$ cat config.mk
export PLATFORM = sky130hd
export DESIGN_NAME = if_fetch_stage_flat
export DESIGN_NICKNAME = d
export VERILOG_FILES = /design/src/rtl/if_fetch_stage_if.sv /design/src/rtl/if_fetch_stage.sv /design/src/flat_wrapper.sv
export SDC_FILE = /design/constraint.sdc
export NUM_CORES = 1
export LEC_CHECK = 0
export CORE_MARGIN = 5
export CORE_UTILIZATION = 54
export CTS_CLUSTER_DIAMETER = 30
export DETAILED_ROUTE_END_ITERATION = 10
export PLACE_DENSITY_LB_ADDON = 0.2
export SLEW_MARGIN = 20
export SYNTH_ARGS = -nofsm -noshare
export SYNTH_HDL_FRONTEND = slang
export SYNTH_SLANG_ARGS = --single-unit
$ cat constraint.sdc
create_clock -name clk -period 3.78 [get_ports clk]
set_clock_uncertainty 0.15 [all_clocks]
set_input_delay 0.378 -clock clk [delete_from_list [all_inputs] [get_ports clk]]
set_output_delay 0.378 -clock clk [all_outputs]
set_load 0.02 [all_outputs]
$ cat src/rtl/if_fetch_stage_if.sv
// Instruction-memory request/response channel between the fetch stage (master)
// and instruction memory (slave). Responses return in request order.
interface if_fetch_stage_if;
    logic        imem_req_valid;
    logic        imem_req_ready;
    logic [31:0] imem_req_addr;
    logic        imem_resp_valid;
    logic [31:0] imem_resp_data;

    modport master (
        output imem_req_valid,
        output imem_req_addr,
        input  imem_req_ready,
        input  imem_resp_valid,
        input  imem_resp_data
    );

    modport slave (
        input  imem_req_valid,
        input  imem_req_addr,
        output imem_req_ready,
        output imem_resp_valid,
        output imem_resp_data
    );
endinterface

$ cat src/rtl/if_fetch_stage.sv
// Instruction-fetch stage: owns the fetch PC, issues credit-limited imem requests,
// queues returned words and drives the IF/ID register. Macro IF_FETCH_BYPASS_EN
// lets a kept response go straight into IF/ID when the queue is empty.
module if_fetch_stage #(
    parameter logic [31:0] RESET_PC = 32'h0000_0000,
    parameter int unsigned FQ_DEPTH = 2,
    parameter logic [31:0] NOP_INST = 32'h0000_0013
) (
    input  logic                   clk,
    input  logic                   rst,
    if_fetch_stage_if.master       imem,
    input  logic                   id_stall,
    input  logic                   redirect_valid,
    input  logic [31:0]            redirect_pc,
    output logic [31:0]            if_id_IR,
    output logic [31:0]            if_id_PC,
    output logic [31:0]            if_id_NPC,
    output logic                   if_id_valid_inst
);

    localparam int unsigned PW = (FQ_DEPTH > 1) ? $clog2(FQ_DEPTH) : 1;
    localparam int unsigned CW = $clog2(FQ_DEPTH + 1);
    localparam logic [CW:0] DEPTH_W = (CW + 1)'(FQ_DEPTH);
    localparam logic [CW-1:0] FULL_CNT = CW'(FQ_DEPTH);

    logic [31:0]   fetch_pc_q, fetch_pc_d;
    logic [31:0]   resp_pc_q, resp_pc_d;
    logic [CW-1:0] out_q, out_d;
    logic [CW-1:0] drop_q, drop_d;
    logic [CW-1:0] cnt_q, cnt_d;
    logic [PW-1:0] rd_q, rd_d;
    logic [PW-1:0] wr_q, wr_d;
    logic [31:0]   fq_inst_q [FQ_DEPTH];
    logic [31:0]   fq_pc_q   [FQ_DEPTH];

    logic [31:0]   ir_q, ir_d;
    logic [31:0]   pc_q, pc_d;
    logic [31:0]   npc_q, npc_d;
    logic          vld_q, vld_d;

    logic [CW:0]   credit_used;
    logic          req_valid;
    logic          req_fire;
    logic          keep;
    logic          bypass;
    logic          push;
    logic          pop;

    // Gated by rst so no request is presented while the stage is held in reset.
    assign credit_used = {1'b0, out_q} + {1'b0, cnt_q};
    assign req_valid   = rst & ~redirect_valid & (credit_used < DEPTH_W);
    assign req_fire    = req_valid & imem.imem_req_ready;

    assign imem.imem_req_valid = req_valid;
    assign imem.imem_req_addr  = fetch_pc_q;

    assign keep = imem.imem_resp_valid & ~redirect_valid & (drop_q == '0);
`ifdef IF_FETCH_BYPASS_EN
    assign bypass = keep & (cnt_q == '0) & ~id_stall;
`else
    assign bypass = 1'b0;
`endif
    assign push = keep & ~bypass;
    assign pop  = ~redirect_valid & ~id_stall & (cnt_q != '0);

    always_comb begin
        fetch_pc_d = fetch_pc_q;
        resp_pc_d  = resp_pc_q;
        out_d      = out_q + CW'(req_fire) - CW'(imem.imem_resp_valid);
        drop_d     = drop_q;
        cnt_d      = cnt_q;
        rd_d       = rd_q;
        wr_d       = wr_q;
        ir_d       = ir_q;
        pc_d       = pc_q;
        npc_d      = npc_q;
        vld_d      = vld_q;

        if (redirect_valid) begin
            // Everything still in flight, minus the word landing now, belongs to the old path.
            fetch_pc_d = redirect_pc;
            resp_pc_d  = redirect_pc;
            drop_d     = out_q - CW'(imem.imem_resp_valid);
            cnt_d      = '0;
            rd_d       = '0;
            wr_d       = '0;
            ir_d       = NOP_INST;
            vld_d      = 1'b0;
        end else begin
            if (req_fire) begin
                fetch_pc_d = fetch_pc_q + 32'd4;
            end
            if (imem.imem_resp_valid && (drop_q != '0)) begin
                drop_d = drop_q - CW'(1);
            end
            if (keep) begin
                resp_pc_d = resp_pc_q + 32'd4;
            end
            cnt_d = cnt_q + CW'(push) - CW'(pop);
            rd_d  = rd_q + PW'(pop);
            wr_d  = wr_q + PW'(push);

            if (id_stall) begin
                vld_d = vld_q;
            end else if (pop) begin
                ir_d  = fq_inst_q[rd_q];
                pc_d  = fq_pc_q[rd_q];
                npc_d = fq_pc_q[rd_q] + 32'd4;
                vld_d = 1'b1;
            end else if (bypass) begin
                ir_d  = imem.imem_resp_data;
                pc_d  = resp_pc_q;
                npc_d = resp_pc_q + 32'd4;
                vld_d = 1'b1;
            end else begin
                ir_d  = NOP_INST;
                vld_d = 1'b0;
            end
        end
    end

    always_ff @(posedge clk or negedge rst) begin
        if (!rst) begin
            fetch_pc_q <= RESET_PC;
            resp_pc_q  <= RESET_PC;
            out_q      <= '0;
            drop_q     <= '0;
            cnt_q      <= '0;
            rd_q       <= '0;
            wr_q       <= '0;
            ir_q       <= NOP_INST;
            pc_q       <= '0;
            npc_q      <= 32'd4;
            vld_q      <= 1'b0;
        end else begin
            fetch_pc_q <= fetch_pc_d;
            resp_pc_q  <= resp_pc_d;
            out_q      <= out_d;
            drop_q     <= drop_d;
            cnt_q      <= cnt_d;
            rd_q       <= rd_d;
            wr_q       <= wr_d;
            ir_q       <= ir_d;
            pc_q       <= pc_d;
            npc_q      <= npc_d;
            vld_q      <= vld_d;
        end
    end

    always_ff @(posedge clk) begin
        if (push) begin
            fq_inst_q[wr_q] <= imem.imem_resp_data;
            fq_pc_q[wr_q]   <= resp_pc_q;
        end
    end

    assign if_id_IR         = ir_q;
    assign if_id_PC         = pc_q;
    assign if_id_NPC        = npc_q;
    assign if_id_valid_inst = vld_q;

    a_no_push_when_full: assert property (@(posedge clk) disable iff (!rst)
        !(push && (cnt_q == FULL_CNT)));

endmodule

$ cat src/flat_wrapper.sv
// flat-port wrapper written by rule: the top's interface ports become plain ports
module if_fetch_stage_flat 
#(
    parameter logic [31:0] RESET_PC = 32'h0000_0000,
    parameter int unsigned FQ_DEPTH = 2,
    parameter logic [31:0] NOP_INST = 32'h0000_0013
)
  (clk, rst, id_stall, redirect_valid, redirect_pc, if_id_IR, if_id_PC, if_id_NPC, if_id_valid_inst, imem_imem_req_valid, imem_imem_req_addr, imem_imem_req_ready, imem_imem_resp_valid, imem_imem_resp_data);
  if_fetch_stage_if imem_i ();
  input  logic clk;
  input  logic rst;
  input  logic id_stall;
  input  logic redirect_valid;
  input  logic [31:0] redirect_pc;
  output logic [31:0] if_id_IR;
  output logic [31:0] if_id_PC;
  output logic [31:0] if_id_NPC;
  output logic if_id_valid_inst;
  output wire logic [$bits(imem_i.imem_req_valid)-1:0] imem_imem_req_valid;
  output wire logic [$bits(imem_i.imem_req_addr)-1:0] imem_imem_req_addr;
  input wire logic [$bits(imem_i.imem_req_ready)-1:0] imem_imem_req_ready;
  input wire logic [$bits(imem_i.imem_resp_valid)-1:0] imem_imem_resp_valid;
  input wire logic [$bits(imem_i.imem_resp_data)-1:0] imem_imem_resp_data;
  assign imem_imem_req_valid = imem_i.imem_req_valid;
  assign imem_imem_req_addr = imem_i.imem_req_addr;
  assign imem_i.imem_req_ready = imem_imem_req_ready;
  assign imem_i.imem_resp_valid = imem_imem_resp_valid;
  assign imem_i.imem_resp_data = imem_imem_resp_data;
  if_fetch_stage #(.RESET_PC(RESET_PC), .FQ_DEPTH(FQ_DEPTH), .NOP_INST(NOP_INST)) u_core (.clk(clk), .rst(rst), .imem(imem_i), .id_stall(id_stall), .redirect_valid(redirect_valid), .redirect_pc(redirect_pc), .if_id_IR(if_id_IR), .if_id_PC(if_id_PC), .if_id_NPC(if_id_NPC), .if_id_valid_inst(if_id_valid_inst));
endmodule
==> results of run 1 <==
Yosys cell counts, types with 25 or more instances:
master    instances
mux2i_1          56
xnor2_1          25
dfrtp_1         163
edfxtp_1        128
nand4_1          30
clkbuf_1         34
o21ai_0         118
nor2_1           32
inv_1            25
nand2_1         176
xor2_1           25
nand3_1          49
cells by family after synthesis:
| logic type | after synthesis |
|---|---|
| xor gates and xnor gates | 50 |
| AOI/OAI and AO/OA | 215 |
| and+or+nand+nor | 361 |
| adders and majority gates | 11 |
| buffers and inverters | 78 |
| DFF | 295 |
| muxes | 64 |
metal layers:
metal / GRT usage [%] / vias up / part of all wire [%]
met1: 35.2 / 4466 / 45
met4: 5.30 / 0 / 1.7
met2: 35.8 / 409 / 45
met5: 0 / - / 0
li1: - / 4368 / -
met3: 4.54 / 54 / 7.7
worst max-delay path: cells and delay by family (launching register included):
kind,cells,cell delay [ps]
simple gates,2,570
flops,1,370
fa+ha+maj,1,420
buf+inv,2,780
state kept, by name, indices dropped and copies added (netlist names):
name	cells
u_core.fq_pc_q	64
u_core.out_q	2
u_core.if_id_NPC	32
u_core.cnt_q	2
u_core.imem.imem_req_addr	32
u_core.resp_pc_q	32
u_core.if_id_IR	32
u_core.drop_q	2
u_core.rd_q	1
u_core.if_id_PC	30
u_core.wr_q	1
u_core.if_id_valid_inst	1
u_core.fq_inst_q	64
through the flow:
stage	std cells	power (uW)	setup slack (ps)	utilization [%]
floorplan	1074	5690	666	-
global placement	1556	6890	929	64.3
finish	1645	11300	591	71.4
global route	1645	11800	425	71.4
detailed placement	1556	6970	868	64.3
CTS	1645	11300	570	71.4
where the power goes:
group / leakage [uW] / internal [uW] / switching (uW)
clock: 0.000799 / 2800 / 1540
combinational: 0.00235 / 1180 / 1420
sequential: 0.00326 / 3910 / 415
final timing paths:
path	to	depth (start not counted)	slack (ps)
setup / recovery	imem_imem_req_valid	5	590
hold / removal	u_core.if_id_IR[3]	2	130
setup reg to reg	u_core.if_id_NPC[28]	5	850
hold reg to reg	u_core.if_id_PC[24]	2	320
max in group asynchronous	u_core.if_id_PC[29]	3	2140
min in group clk	u_core.if_id_IR[1]	4	270
final cells by class:
class / instances / share of cell area (%)
tap: 319 / 2.39
clock buffer: 61 / 8.24
multi-input combinational: 701 / 26.0
sequential: 295 / 48.2
clock inverter: 27 / 1.64
timing repair buffer: 216 / 13.0
inverter: 26 / 0.585
==> flow_metrics.py, run 1 <==
metrics = {
    "finish": {
        "final_cell_area_um2": 16700,
        "final_common_cell": "clkdlybuf4s50_1",
        "area_growth_pct": 31.4,
        "final_cell_mix": "clkdlybuf4s50_1 (197), nand2_1 (176), dfrtp_1 (162), edfxtp_1 (128), o21ai_0 (118)",
        "fillers": 1622,
        "diodes": 0,
        "seqCellArea_um2": 8030,
        "multiInputGateArea_um2": 4340,
        "nNetsFinal": 1369,
        "drive_gt1_share_pct": 9.65,
    },
    "setup_path": {
        "crit_type": "reg -> out",
        "startpoint": "u_core.cnt_q[0]",
        "cp.required_ps": 3250,
        "timing.rr.start": "u_core.rd_q",
        "critPathLaunchType": "register",
        "slowest_stage": "clkdlybuf4s50_1",
        "cp_cell_sequence": "inv_1, nor2_1, fa_1, nor4b_1, clkdlybuf4s50_1",
        "cp_data_arrival_time_ps": 2660,
        "cpPeakStageDelay_ps": 710,
        "crit_fanout": 3,
        "critPathCaptureType": "output port",
    },
    "sta": {
        "finalHoldViolations": 0,
        "rsz0062_at_grt": "no",
        "fin_crit_ps": 3190,
        "whs_ps": 129,
        "final.period_utilization_pct": 84.4,
        "fmax_ghz": 0.314,
        "slew_headroom_pct": 37.3,
        "tns_ps": 0,
        "maxSlewViolCount": 0,
        "setup_viol": 0,
        "tightest_slew_ps": 940,
    },
    "clock_tree": {
        "cts_tree": "built",
        "cts_root_buffer": "clkbuf_16",
        "cts-htree-levels": 2,
        "cts_buffer_depth": 3,
        "cts_hold_buf": 1,
        "cts.clk_slew.worst_paths_ps": 50,
        "cts_buffers": 48,
        "ctsResizeCount": 0,
        "cts_sinks": 295,
        "cts_setup_buffers": 0,
        "clock_latency_ps": 520,
    },
    "logic_synthesis": {
        "yosysWarnings": 0,
        "synth-main-ff-cell": "dfrtp_1",
        "synthMuxAreaShare_pct": 5.13,
        "synth_fa_ha_area_share_pct": 1.14,
        "ys_seq_elements": 295,
        "synth-compound-area-share_pct": 10.5,
        "synth_top_family_by_area": "simple AND/OR/NAND/NOR gates",
        "post-synth-top-area-cell": "dfrtp_1",
        "synth_edf_count": 128,
        "synth_top_area_share_pct": 32.1,
        "syn-instance-count": 1074,
        "syn_area_um2": 12700,
        "synth-seq-area-share_pct": 63.3,
        "syn_area_per_cell_um2": 11.8,
        "synthArstFlopShare_pct": 56.6,
        "synth_cell_types": 63,
        "yosys-top-cells-area": "dfrtp_1 (32%), edfxtp_1 (30%), nand2_1 (5.2%), o21ai_0 (4.7%), mux2i_1 (4.4%)",
        "yosys.area_share.simple_pct": 13.8,
        "yosys.area_share.xor_xnor_pct": 3.45,
        "syn_nets": 1155,
    },
    "placed_design": {
        "placed_cell_area_um2": 15000,
        "portBuffers": 199,
        "dpl.hpwl_um": 20600,
        "place_congestion": 0.857,
    },
    "detailed_routing": {
        "wl_per_cell_um": 18.9,
        "via_per_inst": 5.65,
        "drc": 0,
        "via_count": 9297,
        "wirelength_um": 31100,
        "ant_nets": 0,
        "drt-pass1-iter-count": 7,
        "drt_iter0_drc": 770,
    },
    "die": {
        "fp.dieH_um": 163,
        "ios": 200,
        "core_um2": 23300,
        "start_util_pct": 54.4,
        "die_w_um": 163,
        "die_area_um2": 26700,
        "row_count": 56,
    },
    "pwr": {
        "power.density_nw_per_um2": 676,
        "leakagePower_uw": 0.00641,
        "irDropWorstVdd_mv": 0.400,
    },
    "grt": {
        "grt_pass1_wl_um": 49800,
        "grt_pass1_vias": 9289,
        "grt_util_all_layers_pct": 23.4,
        "antenna_found_initial": 0,
        "grt_max_degree": 141,
        "gr-total-overflow": 0,
    },
    "run_status": {
        "status": "finished clean",
    },
    "run": {
        "maxCapViolations": 0,
    },
    "min_path": {
        "hold_path.class": "in -> async",
    },
}
No activity file was read; power rests on OpenSTA's default activity.
==> run 2: changes to the inputs <==
Settings changed: CORE_UTILIZATION 54 to 49.
Clock period 3.78 ns to 2.7 ns, I/O delays scaled along.
==> flow_metrics.py, run 2 (synthesis results as in run 1) <==
metrics = {
    "grt": {
        "grt_pass1_wl_um": 49100,
        "grt_max_degree": 115,
        "grt_pass1_vias": 9262,
        "gr-total-overflow": 0,
        "grt_util_all_layers_pct": 20.9,
        "antenna_found_initial": 0,
    },
    "die": {
        "row_count": 59,
        "die_area_um2": 29200,
        "core_um2": 25800,
        "start_util_pct": 49.2,
        "ios": 200,
        "fp.dieH_um": 171,
        "die_w_um": 171,
    },
    "sta": {
        "slew_headroom_pct": 49.4,
        "setup_viol": 0,
        "final.period_utilization_pct": 92.5,
        "fmax_ghz": 0.400,
        "fin_crit_ps": 2500,
        "rsz0062_at_grt": "yes",
        "finalHoldViolations": 0,
        "maxSlewViolCount": 0,
        "tightest_slew_ps": 759,
        "whs_ps": 140,
    },
    "pwr": {
        "seqPwrFrac_pct": 36.5,
        "combPwrFrac_pct": 22.7,
        "netSwitchingFraction_pct": 30.5,
        "power.density_nw_per_um2": 959,
        "p_int_uw": 11500,
        "irDropWorstVdd_mv": 0.673,
        "leakagePower_uw": 0.00665,
        "switching_power_uw": 5030,
        "clkPwrFrac_pct": 40.8,
    },
    "setup_path": {
        "crit_type": "reg -> reg",
        "worstRegToRegCells": 7,
        "crit_fanout": 22,
        "cp.depth": 7,
        "cp.required_ps": 2990,
        "cp_data_arrival_time_ps": 2790,
        "slowest_stage": "dfrtp_4",
        "critPathLaunchType": "register",
        "cpPeakStageDelay_ps": 530,
        "critPathCaptureType": "register",
        "cp_cell_sequence": "buf_12, buf_4, mux2i_1, a21o_1, nand4b_1, o21ba_2, o31ai_1",
        "cp_top_family": "compound AO/OA/AOI/OAI gates",
        "cp_num_buf_inv": 2,
    },
    "placed_design": {
        "placed_cell_area_um2": 15300,
        "dpl.hpwl_um": 21200,
        "place_congestion": 0.819,
        "portBuffers": 199,
    },
    "min_path": {
        "hold_path.class": "in -> reg",
        "hold_depth": 3,
    },
    "detailed_routing": {
        "drc": 0,
        "ant_nets": 0,
        "drt_iter0_drc": 602,
        "via_per_inst": 5.45,
        "wl_per_cell_um": 18.0,
        "via_count": 9255,
        "drt-pass1-iter-count": 7,
        "wirelength_um": 30600,
    },
    "finish": {
        "drive_gt1_share_pct": 12.2,
        "final_cell_area_um2": 17200,
        "nNetsFinal": 1396,
        "diodes": 0,
        "final_common_cell": "clkdlybuf4s50_1",
        "final_cell_mix": "clkdlybuf4s50_1 (196), nand2_1 (176), dfrtp_1 (162), edfxtp_1 (128), o21ai_0 (118)",
        "area_growth_pct": 35.4,
        "fillers": 1889,
        "reg.largest.list": "u_core.fq_inst_q (64), u_core.fq_pc_q (64)",
    },
    "run": {
        "maxCapViolations": 0,
    },
    "clock_tree": {
        "cts.clk_slew.worst_paths_ps": 50,
        "cts_buffers": 56,
        "cts_sinks": 295,
        "cts_root_buffer": "clkbuf_16",
        "cts-htree-levels": 2,
        "clock_latency_ps": 570,
        "cts_tree": "built",
        "cts_setup_buffers": 0,
        "cts_buffer_depth": 3,
    },
    "run_status": {
        "status": "finished clean",
    },
}
[run 2: cell types whose count changed in the layout (fill, tap and decap cells not counted), sizes merged]
cell           change
buf               +18
clkbuf             +8
inv                +8
clkinv             +3
bufinv             -1
clkdlybuf4s50      -1
clkinvlp           +1
dlygate4sd3        +1
[run 2: metal layers]
layer / wire length (um) / track usage, % / share of wire [%]
met1: 14200 / 31.5 / 46
met2: 13600 / 31.4 / 45
met4: 383 / 4.79 / 1.3
met3: 2400 / 4.76 / 7.9
met5: 0 / 0 / 0
[run 2: power by group through the flow]
| stage | sequential, uW | clock [uW] | combinational, uW |
|---|---|---|---|
| 6_report | 6010 | 6730 | 3740 |
| 5_1_grt | 6110 | 7080 | 4060 |
| 4_1_cts | 6020 | 6840 | 3790 |
| 3_5_place_dp | 6090 | 0 | 3760 |
| 3_3_place_gp | 6050 | 0 | 3730 |
| 2_1_floorplan | 6630 | 0 | 1360 |
[run 2: worst min-delay path, delay by kind of cell]
| family | cells | cell delay (ps) |
|---|---|---|
| AO/OA/AOI/OAI | 1 | 70 |
| buffers and inverters | 1 | 390 |
| AND/OR/NAND/NOR | 1 | 70 |
[run 2: worst paths after layout]
kind	slack, ps	from	endpoint
min in group asynchronous	260	rst	u_core.if_id_IR[8]
min	140	redirect_pc[1]	u_core.resp_pc_q[1]
max	200	u_core.rd_q	u_core.if_id_NPC[24]
min reg2reg	320	u_core.resp_pc_q[1]	u_core.fq_pc_q[1][1]
max reg2reg	200	u_core.rd_q	u_core.if_id_NPC[24]
max in group asynchronous	1540	rst	u_core.if_id_NPC[0]
[run 2: layout make-up]
| type | instances | area (um^2) | share of cell area [%] |
|---|---|---|---|
| inverter | 26 | 97.6 | 0.568 |
| tap | 335 | 419 | 2.44 |
| clock inverter | 38 | 392 | 2.28 |
| multi-input combinational | 701 | 4370 | 25.5 |
| clock buffer | 68 | 1500 | 8.71 |
| timing repair buffer | 235 | 2370 | 13.8 |
| sequential | 295 | 8030 | 46.7 |
[run 2: per-stage QoR]
step                      TNS [ps]  util (%)  setup slack (ps)  cells  power (uW)
after floorplan             -47010         -              -367   1074        7990
after global placement           0      59.3               234   1590        9770
after detailed placement         0      59.3               137   1590        9850
after CTS                        0      66.7             0.248   1698       16600
after global routing         -32.4      66.7             -16.8   1698       17200
final                            0      66.7               203   1698       16500
[run 2: what timing repair did]
action,4_1_cts,5_1_grt
hold endpoints to repair,168,0
hold buffers,2,0
pin swaps,0,0
endpoints found under the setup margin,1,11
resized for setup,1,4
gates cloned,0,0
